## src/rtl/writeback_pkg.sv

```systemverilog
// Shared definitions for the writeback stage: result-select encodings,
// halt state encoding and the default datapath width.
package writeback_pkg;

  localparam int DATA_WIDTH_DEF = 16;

  typedef enum logic [1:0] {
    WB_SEL_ALU  = 2'b00,
    WB_SEL_MEM  = 2'b01,
    WB_SEL_PC   = 2'b10,
    WB_SEL_ALU2 = 2'b11
  } wb_sel_e;

  typedef enum logic {
    ST_RUN    = 1'b0,
    ST_HALTED = 1'b1
  } wb_state_e;

endpackage

```

## src/rtl/memwb_reg.sv

```systemverilog
// MEM/WB pipeline register with stall (hold) and flush (bubble) control.
// A held entry drops its valid bit so it retires only once.
module memwb_reg
  import writeback_pkg::*;
#(
  parameter int DATA_WIDTH = DATA_WIDTH_DEF
) (
  input  logic                  clk,
  input  logic                  rst,
  input  logic                  stall,
  input  logic                  flush,
  input  logic [DATA_WIDTH-1:0] alu_in,
  input  logic [DATA_WIDTH-1:0] mem_in,
  input  logic [DATA_WIDTH-1:0] pc_in,
  input  logic [2:0]            w_reg_in,
  input  logic                  w_en_in,
  input  logic [1:0]            wb_sel_in,
  input  logic                  valid_in,
  input  logic                  halt_in,
  output logic [DATA_WIDTH-1:0] alu_q,
  output logic [DATA_WIDTH-1:0] mem_q,
  output logic [DATA_WIDTH-1:0] pc_q,
  output logic [2:0]            w_reg_q,
  output logic                  w_en_q,
  output logic [1:0]            wb_sel_q,
  output logic                  valid_q,
  output logic                  halt_q
);

  logic [DATA_WIDTH-1:0] alu_d;
  logic [DATA_WIDTH-1:0] mem_d;
  logic [DATA_WIDTH-1:0] pc_d;
  logic [2:0]            w_reg_d;
  logic                  w_en_d;
  logic [1:0]            wb_sel_d;
  logic                  valid_d;
  logic                  halt_d;

  always_comb begin
    alu_d    = alu_in;
    mem_d    = mem_in;
    pc_d     = pc_in;
    w_reg_d  = w_reg_in;
    w_en_d   = w_en_in;
    wb_sel_d = wb_sel_in;
    valid_d  = valid_in;
    halt_d   = halt_in;
    if (stall) begin
      // Hold everything, but the entry has already had its writeback cycle.
      alu_d    = alu_q;
      mem_d    = mem_q;
      pc_d     = pc_q;
      w_reg_d  = w_reg_q;
      w_en_d   = w_en_q;
      wb_sel_d = wb_sel_q;
      valid_d  = 1'b0;
      halt_d   = halt_q;
    end else if (flush) begin
      w_en_d  = 1'b0;
      valid_d = 1'b0;
      halt_d  = 1'b0;
    end
  end

  always_ff @(posedge clk or negedge rst) begin
    if (!rst) begin
      alu_q    <= '0;
      mem_q    <= '0;
      pc_q     <= '0;
      w_reg_q  <= '0;
      w_en_q   <= 1'b0;
      wb_sel_q <= '0;
      valid_q  <= 1'b0;
      halt_q   <= 1'b0;
    end else begin
      alu_q    <= alu_d;
      mem_q    <= mem_d;
      pc_q     <= pc_d;
      w_reg_q  <= w_reg_d;
      w_en_q   <= w_en_d;
      wb_sel_q <= wb_sel_d;
      valid_q  <= valid_d;
      halt_q   <= halt_d;
    end
  end

endmodule

```

## src/rtl/writeback.sv

```systemverilog
// Writeback stage: result select, RUN/HALTED machine and retire counter.
// Optional read bypass compiled in with macro WB_BYPASS_EN.
module writeback
  import writeback_pkg::*;
#(
  parameter int DATA_WIDTH = DATA_WIDTH_DEF
) (
  input  logic                  clk,
  input  logic                  rst,
  input  logic [DATA_WIDTH-1:0] alu_out,
  input  logic [DATA_WIDTH-1:0] mem_data,
  input  logic [DATA_WIDTH-1:0] seq_PC,
  input  logic [2:0]            w_reg_pipe,
  input  logic                  reg_w_en_in,
  input  logic [1:0]            wb_sel,
  input  logic                  valid_in,
  input  logic                  halt_in,
  input  logic                  stall,
  input  logic                  flush,
`ifdef WB_BYPASS_EN
  input  logic [2:0]            rd1_sel,
  input  logic [2:0]            rd2_sel,
  input  logic [DATA_WIDTH-1:0] rd1_in,
  input  logic [DATA_WIDTH-1:0] rd2_in,
  output logic [DATA_WIDTH-1:0] rd1_out,
  output logic [DATA_WIDTH-1:0] rd2_out,
`endif
  output logic [DATA_WIDTH-1:0] w_data,
  output logic [2:0]            w_reg_use,
  output logic                  reg_w_en,
  output logic                  wb_valid,
  output logic                  halted,
  output logic [15:0]           retire_cnt
);

  logic [DATA_WIDTH-1:0] alu_q;
  logic [DATA_WIDTH-1:0] mem_q;
  logic [DATA_WIDTH-1:0] pc_q;
  logic [2:0]            w_reg_q;
  logic                  w_en_q;
  logic [1:0]            wb_sel_q;
  logic                  valid_q;
  logic                  halt_q;

  wb_state_e   state_q, state_d;
  logic [15:0] retire_cnt_q, retire_cnt_d;

  memwb_reg #(.DATA_WIDTH(DATA_WIDTH)) u_memwb_reg (
    .clk       (clk),
    .rst       (rst),
    .stall     (stall),
    .flush     (flush),
    .alu_in    (alu_out),
    .mem_in    (mem_data),
    .pc_in     (seq_PC),
    .w_reg_in  (w_reg_pipe),
    .w_en_in   (reg_w_en_in),
    .wb_sel_in (wb_sel),
    .valid_in  (valid_in),
    .halt_in   (halt_in),
    .alu_q     (alu_q),
    .mem_q     (mem_q),
    .pc_q      (pc_q),
    .w_reg_q   (w_reg_q),
    .w_en_q    (w_en_q),
    .wb_sel_q  (wb_sel_q),
    .valid_q   (valid_q),
    .halt_q    (halt_q)
  );

  always_comb begin
    case (wb_sel_e'(wb_sel_q))
      WB_SEL_MEM: w_data = mem_q;
      WB_SEL_PC:  w_data = pc_q;
      default:    w_data = alu_q;
    endcase
  end

  assign halted     = (state_q == ST_HALTED);
  assign wb_valid   = valid_q & ~halted;
  assign reg_w_en   = valid_q & w_en_q & ~halted;
  assign w_reg_use  = w_reg_q;
  assign retire_cnt = retire_cnt_q;

  // The HALT itself is counted in its own writeback cycle; nothing after it.
  always_comb begin
    state_d      = state_q;
    retire_cnt_d = retire_cnt_q;
    if (wb_valid) begin
      retire_cnt_d = retire_cnt_q + 16'd1;
      if (halt_q) state_d = ST_HALTED;
    end
  end

  always_ff @(posedge clk or negedge rst) begin
    if (!rst) begin
      state_q      <= ST_RUN;
      retire_cnt_q <= '0;
    end else begin
      state_q      <= state_d;
      retire_cnt_q <= retire_cnt_d;
    end
  end

`ifdef WB_BYPASS_EN
  assign rd1_out = (reg_w_en && (rd1_sel == w_reg_use)) ? w_data : rd1_in;
  assign rd2_out = (reg_w_en && (rd2_sel == w_reg_use)) ? w_data : rd2_in;
`endif

endmodule

```

## config.mk

```make
export PLATFORM = sky130hd
export DESIGN_NAME = writeback
export DESIGN_NICKNAME = d
export VERILOG_FILES = /design/src/rtl/writeback_pkg.sv /design/src/rtl/memwb_reg.sv /design/src/rtl/writeback.sv
export SDC_FILE = /design/constraint.sdc
export NUM_CORES = 1
export LEC_CHECK = 0
export ABC_AREA = 0
export CELL_PAD_IN_SITES_DETAIL_PLACEMENT = 1
export CELL_PAD_IN_SITES_GLOBAL_PLACEMENT = 2
export CORE_UTILIZATION = 25
export CTS_CLUSTER_SIZE = 20
export DETAILED_ROUTE_END_ITERATION = 8
export HOLD_SLACK_MARGIN = 0.06
export PLACE_DENSITY_LB_ADDON = 0.12
export SLEW_MARGIN = 20
export SYNTH_ARGS = -nofsm -noshare
export SYNTH_HDL_FRONTEND = slang
export SYNTH_SLANG_ARGS = --single-unit
```

## constraint.sdc

```tcl
create_clock -name clk -period 2.1 [get_ports clk]
set_clock_uncertainty 0.05 [all_clocks]
set_input_delay 0.42 -clock clk [delete_from_list [all_inputs] [get_ports clk]]
set_output_delay 0.42 -clock clk [all_outputs]
set_load 0.05 [all_outputs]
```

-- Yosys cells after proc, flatten, opt, wreduce, memory -nomap -nowiden
Index checks and enable logic that the tools add are counted.
- bits of input ports: 60
- memory bits (read-only): 0
- latch bits: 0
- memories: 0
- RAM bits: 0
- flip-flop bits (word level): 73
- output and inout bits: 38
- bitwise logic cells: 4
- order comparisons: 0
- muxes and demuxes: 5
- reduce and logical (&&, ||, !) cells: 1
- shift operators: 0
- multipliers: 0
- equal/unequal tests: 2
- divide/modulo/power cells: 0
- add/subtract/negate cells: 1
- operator list (kind ; count):
    16-bit one-hot mux with 2 select lines ; 1
    16-bit by 1-bit adder with 16-bit output (second input constant) ; 1
    1-bit two-way mux ; 4
    1-bit AND ; 3
    2-bit by 1-bit equality test with 1-bit output (second input constant) ; 1
    2-bit equality test (second input constant) ; 1
    2-bit AND reduction ; 1
    1-bit inverter ; 1

-- Depth between registers and ports, before layout
Gate-level depths: netlist of the first run.
- depth after elaboration: 3
- depth in mapped cells: 6
- depth with buffers taken out: 4

-- By module
A second synthesis of the first run with hierarchy kept.
- cell total of the unflattened synthesis: 245
- area, all modules: 3253.1 um2
- by module, submodules not included (module ; area each (um2) ; times used ; sequential area each (um2) ; cells an instance):
    memwb_reg ; 2115.8 ; 1 ; 1401.3 ; 121
    writeback ; 1137.3 ; 1 ; 425.4 ; 124

-- Least setup slack after synthesis of the first run
Ideal clock, no wire load.
- kind: flip-flop to output port
- start point: reg u_memwb_reg.wb_sel_q[0]
- end point: out w_data[0]
- path slack: -0.514 ns
- path buffers: 2
- data arrival time: 2.144 ns
- cell stages (with the launch flop): 7
- data required time: 1.630 ns
- path through: dfrtp_1 -> inv_1 -> ha_1 -> clkbuf_1 -> buf_2 -> a22oi_1 -> o21ai_0
- word-level cells in the longest chain between the ends: 2
- elaborated cells on any way between the ends: 3
- those cells by class: eq/ne (2); mux (1)
- ends and longest elaborated chain (item ; RTL line ; text):
    start, declared ; memwb_reg.sv:25 ; output logic [1:0] wb_sel_q,
    start signal, assigned ; memwb_reg.sv:81 ; wb_sel_q <= wb_sel_d;
    2-bit equality test / 2-bit by 1-bit equality test with 1-bit output (equally long branches) ; writeback.sv:72 ; case (wb_sel_e'(wb_sel_q))
    16-bit one-hot mux with 2 select lines * ; writeback.sv:72 ;
    end, declared ; writeback.sv:28 ; output logic [DATA_WIDTH-1:0] w_data,
Mark *: on every way between the ends. The rest lies on a longest branch, timed or not.

-- Worst setup path in the final report of the first run
- start point: reg u_memwb_reg.wb_sel_q[0]
- end point: out w_data[5]
The elaborated chain is that of the path after synthesis.

==> reports/results.tsv, run 1 <==
metric	value	unit
worst_slew_pin_slew	511	ps
worstSetupStartpointType	flop	
fin_crit	2090	ps
cts_sinks	73	
cts_htree_levels	3	
cp.arrival	1620	ps
synth_seq_area_share	0.577	
cts_tree	done	
synthAdderAreaFrac	0.0118	
instances_no_fill	524	
hold_ws	430	ps
cp_max_fo	6	
rsz0062_at_grt	yes	
synth-simple-area-share	0.0825	
gp_congestion	0.709	
placed_cells	505	
syn_area	3170	sq um
cp.required	1630	ps
max_freq	478	MHz
grt_pass1_wl	13500	microns
drc	0	
ios	98	
dp_slack	276	ps
hp-class	flop to flop	
p_leak	2.22	nW
r2r_start	halted	
timing.final.crit_share	0.997	
drtIter0Drc	60	
synthArstFlopShare	1.00	
syn_avg_cell_area	12.9	sq um
cts_buffers	9	
ys_ff_latch	73	
rows	40	
synth_compound_area_frac	0.0687	
track_usage	0.138	
crit_start	u_memwb_reg.wb_sel_q[0]	
synth_top_area_share	0.577	
end_kind	primary output	
postCtsSetupBuffers	0	
synthToLayoutAreaGrowth	65.1	%
first_pass_iters	4	
netlist_top_cells_area	dfrtp_1 58%, mux2_2 19%, a22oi_1 3.8%	
crit_type	flop to primary output	
drive_gt1_frac	0.438	
total_power	4.94	mW
hpwl	5570	microns
vdd_drop_max	0.432	mV
drt-vias-per-instance	4.38	
synth-edff-count	0	
grt-ovfl-total	0	
synth_top_family_by_area	multiplexers	
die_w	115	microns
fill_cells	1241	
synthFlopType	dfrtp_1	
nNetsFinal	414	
dieArea	13100	sq um
start_util	0.260	
syn_nets	308	
power_density	944	nW/um^2
grt_max_degree	59	
multiInputGateArea	1520	sq um
die_h	115	microns
synth_cell_types	33	
slew_headroom	0.659	
synth_mux_area_frac	0.192	
postSynthCellCount	245	
num_antenna_cells	0	
worstHoldStart	retire_cnt[15]	
finalSetupViolCount	0	
clk_latency	330	ps
outcome	finished clean	
grt_pass1_vias	2568	
vias	2294	
portBuffers	97	
hold_violations	0	
drv_slew	0	
ant_nets	0	
synth_top_cell_by_area	dfrtp_1	
seqCellArea	1830	sq um
routed_wl	8360	microns
antenna_found_initial	0	
clk_pin_slew_worst_paths	60	ps
cts-root-buf	clkbuf_16	
routedWlPerCell	15.9	microns
core	12200	sq um
worst_slack	6.53	ps
clk_path_buf_depth	2	
cap_violations	0	
ys_warn_count	0	
synth-xor-area-share	0.0438	
## cells by family after synthesis
kind of cell	after synthesis
XOR/XNOR	15
flip-flops	73
buffers and inverters	17
adder cells (fa/ha/maj)	3
multiplexers	54
AO/OA/AOI/OAI	35
AND/OR/NAND/NOR	48
## cell usage in the layout (no fill, tap or decap), types with 3 or more instances in the layout
cell type,instances
dfrtp_1,73
clkdlybuf4s50_1,67
mux2_2,54
buf_12,22
nand2_2,15
a22oi_2,12
clkbuf_16,10
o21ai_4,8
o21ai_2,8
xnor2_1,8
xor2_1,6
nand2_1,6
buf_4,5
a22oi_1,4
nand4_1,4
nor2_1,4
dlymetal6s2s_1,4
dlygate4sd2_1,4
nand2_4,3
nand3_1,3
clkbuf_1,3
## layer usage
metal | GRT usage | routed length, microns | vias to the layer above
li1 | - | - | 1076
met1 | 0.168 | 3610 | 1140
met2 | 0.225 | 4070 | 70
met3 | 0.0482 | 542 | 8
met4 | 0.0519 | 133 | 0
met5 | 0 | 0 | -
## registers in the layout, summed over array words and instances (netlist names)
name / cells
u_memwb_reg.alu_q: 16
retire_cnt: 16
u_memwb_reg.w_reg_q: 3
u_memwb_reg.valid_q: 1
halted: 1
u_memwb_reg.mem_q: 16
u_memwb_reg.w_en_q: 1
u_memwb_reg.pc_q: 16
u_memwb_reg.halt_q: 1
u_memwb_reg.wb_sel_q: 2
## power by group
part / leakage, nW / internal (mW) / switching [mW]
clock: 0.157 / 1.11 / 0.552
sequential: 0.887 / 1.56 / 0.134
combinational: 1.17 / 0.755 / 0.834
total: 2.22 / 3.42 / 1.52
## worst max-delay path, cell delays in order, from the launching register on
cell	delay, ps
dfrtp_1	420
inv_2	60
ha_4	340
clkbuf_16	180
nand2_2	60
o21ai_4	70
buf_12	150
## path summary, 6_finish.rpt
check | slack, ps | to | cells after the start
setup / recovery | 7 | w_data[5] | 6
hold / removal | 430 | retire_cnt[15] | 1
setup reg to reg | 520 | retire_cnt[10] | 5
hold reg to reg | 430 | retire_cnt[15] | 1
max in group asynchronous | 860 | u_memwb_reg.mem_q[11] | 3
min in group asynchronous | 550 | u_memwb_reg.pc_q[10] | 2
## timing repair
action / CTS / global route
pin swaps: 2 / 6
setup endpoints to repair: 20 / 20
endpoints found under the hold margin: 35 / 0
cloned: 1 / 1
hold buffers: 1 / 0
gates resized for setup: 20 / 42
## area by class of cell
| cell class | count | area share |
|---|---|---|
| Tap cell | 168 | 0.0402 |
| Inverter | 3 | 0.00215 |
| Multi-Input combinational cell | 155 | 0.290 |
| Clock inverter | 2 | 0.0115 |
| Clock buffer | 14 | 0.0505 |
| Sequential cell | 73 | 0.349 |
| Timing Repair Buffer | 109 | 0.256 |
## synthesized netlist by cell type, types with 2 or more instances
| master | number |
|---|---|
| o21ai_0 | 16 |
| xor2_1 | 6 |
| xnor2_1 | 8 |
| nand3_1 | 3 |
| nand2_1 | 22 |
| nor2_1 | 4 |
| nand2b_1 | 2 |
| buf_2 | 8 |
| mux2_2 | 54 |
| dfrtp_1 | 73 |
| a22oi_1 | 16 |
| inv_1 | 3 |
| nand4_1 | 4 |
| ha_1 | 3 |
| clkbuf_1 | 4 |
| o21ai_1 | 2 |
## metrics by stage
stage,instance area [sq um],TNS (ps),utilization
floorplan,3220,-136,-
global placement,4600,0,0.379
detailed placement,4600,0,0.379
CTS,5040,-196,0.414
global route,5230,-983,0.430
finish,5230,0,0.430
Power figures use the tool's default switching activity.
==> run 2: changes to the inputs <==
Settings changed: CELL_PAD_IN_SITES_DETAIL_PLACEMENT 1 to default, CELL_PAD_IN_SITES_GLOBAL_PLACEMENT 2 to default.
==> reports/results.tsv, run 2 (synthesis results as in run 1) <==
metric	value	unit
outcome	complete, but fails checks	
violations	negative setup slack	
clk_pin_slew_worst_paths	60	ps
die_w	115	microns
max_freq	474	MHz
core	12200	sq um
hold_violations	0	
grt_max_degree	59	
ios	98	
cts_sinks	73	
end_kind	primary output	
cts_htree_levels	3	
gp_congestion	0.741	
crit_type	flop to primary output	
tns	-10.2	ps
drc	0	
drtIter0Drc	53	
antenna_found_initial	1	
routed_wl	7900	microns
die_h	115	microns
worst_slew_pin_slew	506	ps
finalSetupViolCount	1	
critPathMaxStageDelay	420	ps
grt-ovfl-total	0	
drt-vias-per-instance	4.32	
vias	2269	
cts-root-buf	clkbuf_16	
grt_pass1_vias	2360	
dieArea	13100	sq um
hp-class	flop to flop	
cts_tree	done	
cp.arrival	1640	ps
vdd_drop_max	0.516	mV
start_util	0.260	
fin_crit	2110	ps
first_pass_iters	3	
cap_violations	0	
cp_max_fo	8	
timing.final.crit_share	1.00	
grt_pass1_wl	12400	microns
worstPathCellList	inv_1 -> ha_2 -> buf_8 -> a22oi_1 -> o21ai_2 -> buf_12	
drive_gt1_frac	0.409	
layout_commonest_cell	dfrtp_1	
slew_headroom	0.662	
num_antenna_cells	0	
hpwl	5300	microns
ant_nets	0	
drv_slew	0	
nNetsFinal	415	
crit_slowest_cell	dfrtp_1	
worstSetupStartpointType	flop	
synthToLayoutAreaGrowth	61.8	%
clk_path_buf_depth	2	
power_density	921	nW/um^2
final_cell_mix	73 x dfrtp_1, 70 x clkdlybuf4s50_1, 54 x mux2_2	
cts_buffers	9	
fill_cells	1166	
track_usage	0.129	
instances_no_fill	525	
placed_cells	505	
portBuffers	97	
clk_latency	330	ps
rsz0062_at_grt	yes	
cp.required	1630	ps
p_leak	2.17	nW
rows	40	
routedWlPerCell	15.0	microns
worst_slack	-10.2	ps
==> run 2: path summary, 6_finish.rpt <==
check	to	from	cells past startpoint	slack [ps]
max in group asynchronous	u_memwb_reg.mem_q[11]	rst	3	900
worst max-delay path	w_data[6]	u_memwb_reg.wb_sel_q[1]	6	-10
worst max register to register	retire_cnt[10]	halted	5	540
worst min-delay path	u_memwb_reg.w_en_q	u_memwb_reg.w_en_q	2	420
worst min register to register	u_memwb_reg.w_en_q	u_memwb_reg.w_en_q	2	420
min in group asynchronous	halted	rst	2	520
==> run 2: worst max-delay path, delay by kind of cell (launching register included) <==
kind | cells | cell delay, ps
AOI/OAI and AO/OA | 2 | 300
adders and majority gates | 1 | 200
buffers and inverters | 3 | 380
DFF | 1 | 420
==> run 2: routing by layer <==
metal	track usage	wire length, microns	vias up
met5	0	0	-
li1	-	-	1079
met1	0.157	3360	1109
met3	0.0614	683	9
met4	0.0468	102	0
met2	0.198	3750	72
==> run 2: power breakdown <==
group	switching (mW)	internal [mW]	leakage, nW
Sequential	0.122	1.56	0.887
Clock	0.564	0.925	0.149
Combinational	0.810	0.741	1.13
==> run 2: final cells by class <==
cell class	instances	area, sq um	area share
Sequential cell	73	1830	0.356
Multi-Input combinational cell	155	1450	0.282
Timing Repair Buffer	110	1340	0.261
Clock buffer	14	284	0.0554
Tap cell	168	210	0.0410
Inverter	3	11.3	0.00220
Clock inverter	2	10.0	0.00195
==> run 2: per-stage QoR <==
stage | power, mW | util | area, sq um | hold slack, ps | setup WS, ps
CTS | 4.73 | 0.413 | 5020 | 434 | -25.7
global route | 4.94 | 0.422 | 5130 | 446 | -64.9
finish | 4.72 | 0.422 | 5130 | 425 | -10.2
detailed placement | 3.12 | 0.379 | 4600 | 336 | 266
floorplan | 2.44 | - | 3220 | 74.4 | -136
global placement | 3.12 | 0.379 | 4600 | 335 | 281
==> run 2: repair_timing <==
| item | CTS | global route |
|---|---|---|
| gates resized for setup | 20 | 18 |
| endpoints found under the hold margin | 29 | 0 |
| setup buffers | 0 | 1 |
| hold buffers | 1 | 0 |
| pin swaps | 1 | 5 |
| cloned | 1 | 1 |
| endpoints found under the setup margin | 17 | 19 |
==> run 3: changes to the inputs <==
Settings changed: CORE_MARGIN from default to 5, CORE_UTILIZATION 25 to 50.
==> reports/results.tsv, run 3 (synthesis results as in run 1) <==
metric	value	unit
synthToLayoutAreaGrowth	60.2	%
fin_crit	2150	ps
nNetsFinal	416	
p_leak	2.16	nW
dieArea	8030	sq um
seqCellArea	1830	sq um
start_util	0.508	
rsz0062_at_grt	yes	
cts-root-buf	clkbuf_8	
first_pass_iters	4	
maxUsedRoutingLayer	met4	
final_cell_mix	73 x dfrtp_1, 70 x clkdlybuf4s50_1, 54 x mux2_2	
antenna_found_initial	0	
grt-ovfl-total	0	
grt_pass1_vias	2499	
cp.arrival	1680	ps
drtIter0Drc	114	
rows	29	
die_h	89.6	microns
core	6240	sq um
timing.final.crit_share	1.03	
cts_sinks	73	
hpwl	5010	microns
ios	98	
drt-met1-wl	3130	microns
gp_congestion	0.831	
drt-vias-per-instance	5.39	
hp-class	flop to flop	
fill_cells	344	
total_power	4.59	mW
clk_pin_slew_worst_paths	80	ps
outcome	complete, but fails checks	
vias	2344	
power_density	905	nW/um^2
hold_ws	419	ps
finalSetupViolCount	10	
cts_buffers	9	
cap_violations	0	
dr_wl_met2	3970	microns
die_w	89.6	microns
hold_violations	0	
worst_slew_pin_slew	510	ps
multiInputGateArea	1550	sq um
cts_htree_levels	3	
drive_gt1_frac	0.427	
clk_path_buf_depth	2	
layout_commonest_cell	dfrtp_1	
violations	negative setup slack	
cp_max_fo	8	
clk_latency	350	ps
met3_length	510	microns
cts_tree	done	
routedWlPerCell	18.0	microns
post-route-cell-area	5070	sq um
track_usage	0.208	
grt_max_degree	59	
end_kind	primary output	
grt_pass1_wl	12400	microns
worstSetupStartpointType	flop	
routed_wl	7810	microns
crit_type	flop to primary output	
placed_area	4500	sq um
drv_slew	0	
slew_headroom	0.659	
portBuffers	97	
vdd_drop_max	0.657	mV
worst_slack	-54.7	ps
drc	0	
num_antenna_cells	0	
cp.required	1630	ps
max_freq	464	MHz
ant_nets	0	
[run 3: changes by cell type in the layout (fill, tap and decap cells not counted), moves of 5 or more]
cell / before / now
nand2_1: 20 / 15
o21ai_2: 11 / 2
clkbuf_8: 4 / 11
o21ai_4: 5 / 14
clkbuf_16: 10 / 2
[run 3: final cells by class]
class	instances	area share
sequential	73	0.360
multi-input combinational	155	0.306
timing repair buffer	111	0.268
clock buffer	12	0.0306
tap	77	0.0190
clock inverter	4	0.0148
inverter	3	0.00222
[run 3: repair_timing]
| item | CTS | global route |
|---|---|---|
| pin swaps | 8 | 5 |
| endpoints found under the hold margin | 37 | 0 |
| resized for setup | 33 | 24 |
| gates cloned | 1 | 2 |
| hold buffers | 1 | 0 |
| setup endpoints to repair | 21 | 18 |
| setup buffers | 1 | 0 |
[run 3: power by group]
part	internal (mW)	total, mW	leakage (nW)	switching (mW)
sequential	1.55	1.68	0.887	0.129
combinational	0.776	1.64	1.16	0.868
clock	0.735	1.26	0.109	0.529
total	3.06	4.59	2.16	1.53
[run 3: final timing paths]
check                                   startpoint                    end  slack, ps  depth (start not counted)
max                        u_memwb_reg.wb_sel_q[0]              w_data[0]        -50                          6
min                                 retire_cnt[15]         retire_cnt[15]        420                          1
max reg2reg                                 halted         retire_cnt[10]        670                          4
min reg2reg                         retire_cnt[15]         retire_cnt[15]        420                          1
max in group asynchronous                      rst  u_memwb_reg.mem_q[13]        910                          3
min in group asynchronous                      rst   u_memwb_reg.alu_q[9]        530                          2
[run 3: layer usage]
| metal | up-vias | track usage |
|---|---|---|
| li1 | 1088 | - |
| met1 | 1162 | 0.262 |
| met2 | 76 | 0.340 |
| met3 | 18 | 0.0474 |
| met4 | 0 | 0.0974 |
| met5 | - | 0 |
[run 3: through the flow]
| step | instances | util | TNS (ps) | setup slack [ps] |
|---|---|---|---|---|
| 3_3_place_gp | 414 | 0.720 | 0 | 319 |
| 6_report | 435 | 0.813 | -324 | -54.7 |
| 2_1_floorplan | 245 | - | -136 | -136 |
| 5_1_grt | 435 | 0.813 | -1210 | -114 |
| 4_1_cts | 433 | 0.790 | -430 | -73.7 |
| 3_5_place_dp | 414 | 0.720 | 0 | 279 |
[run 3: worst max-delay path: stages, from the launching register on]
cell	delay, ps
dfrtp_1	390
inv_2	70
ha_4	170
buf_4	180
a22oi_2	270
o21ai_4	100
buf_12	150
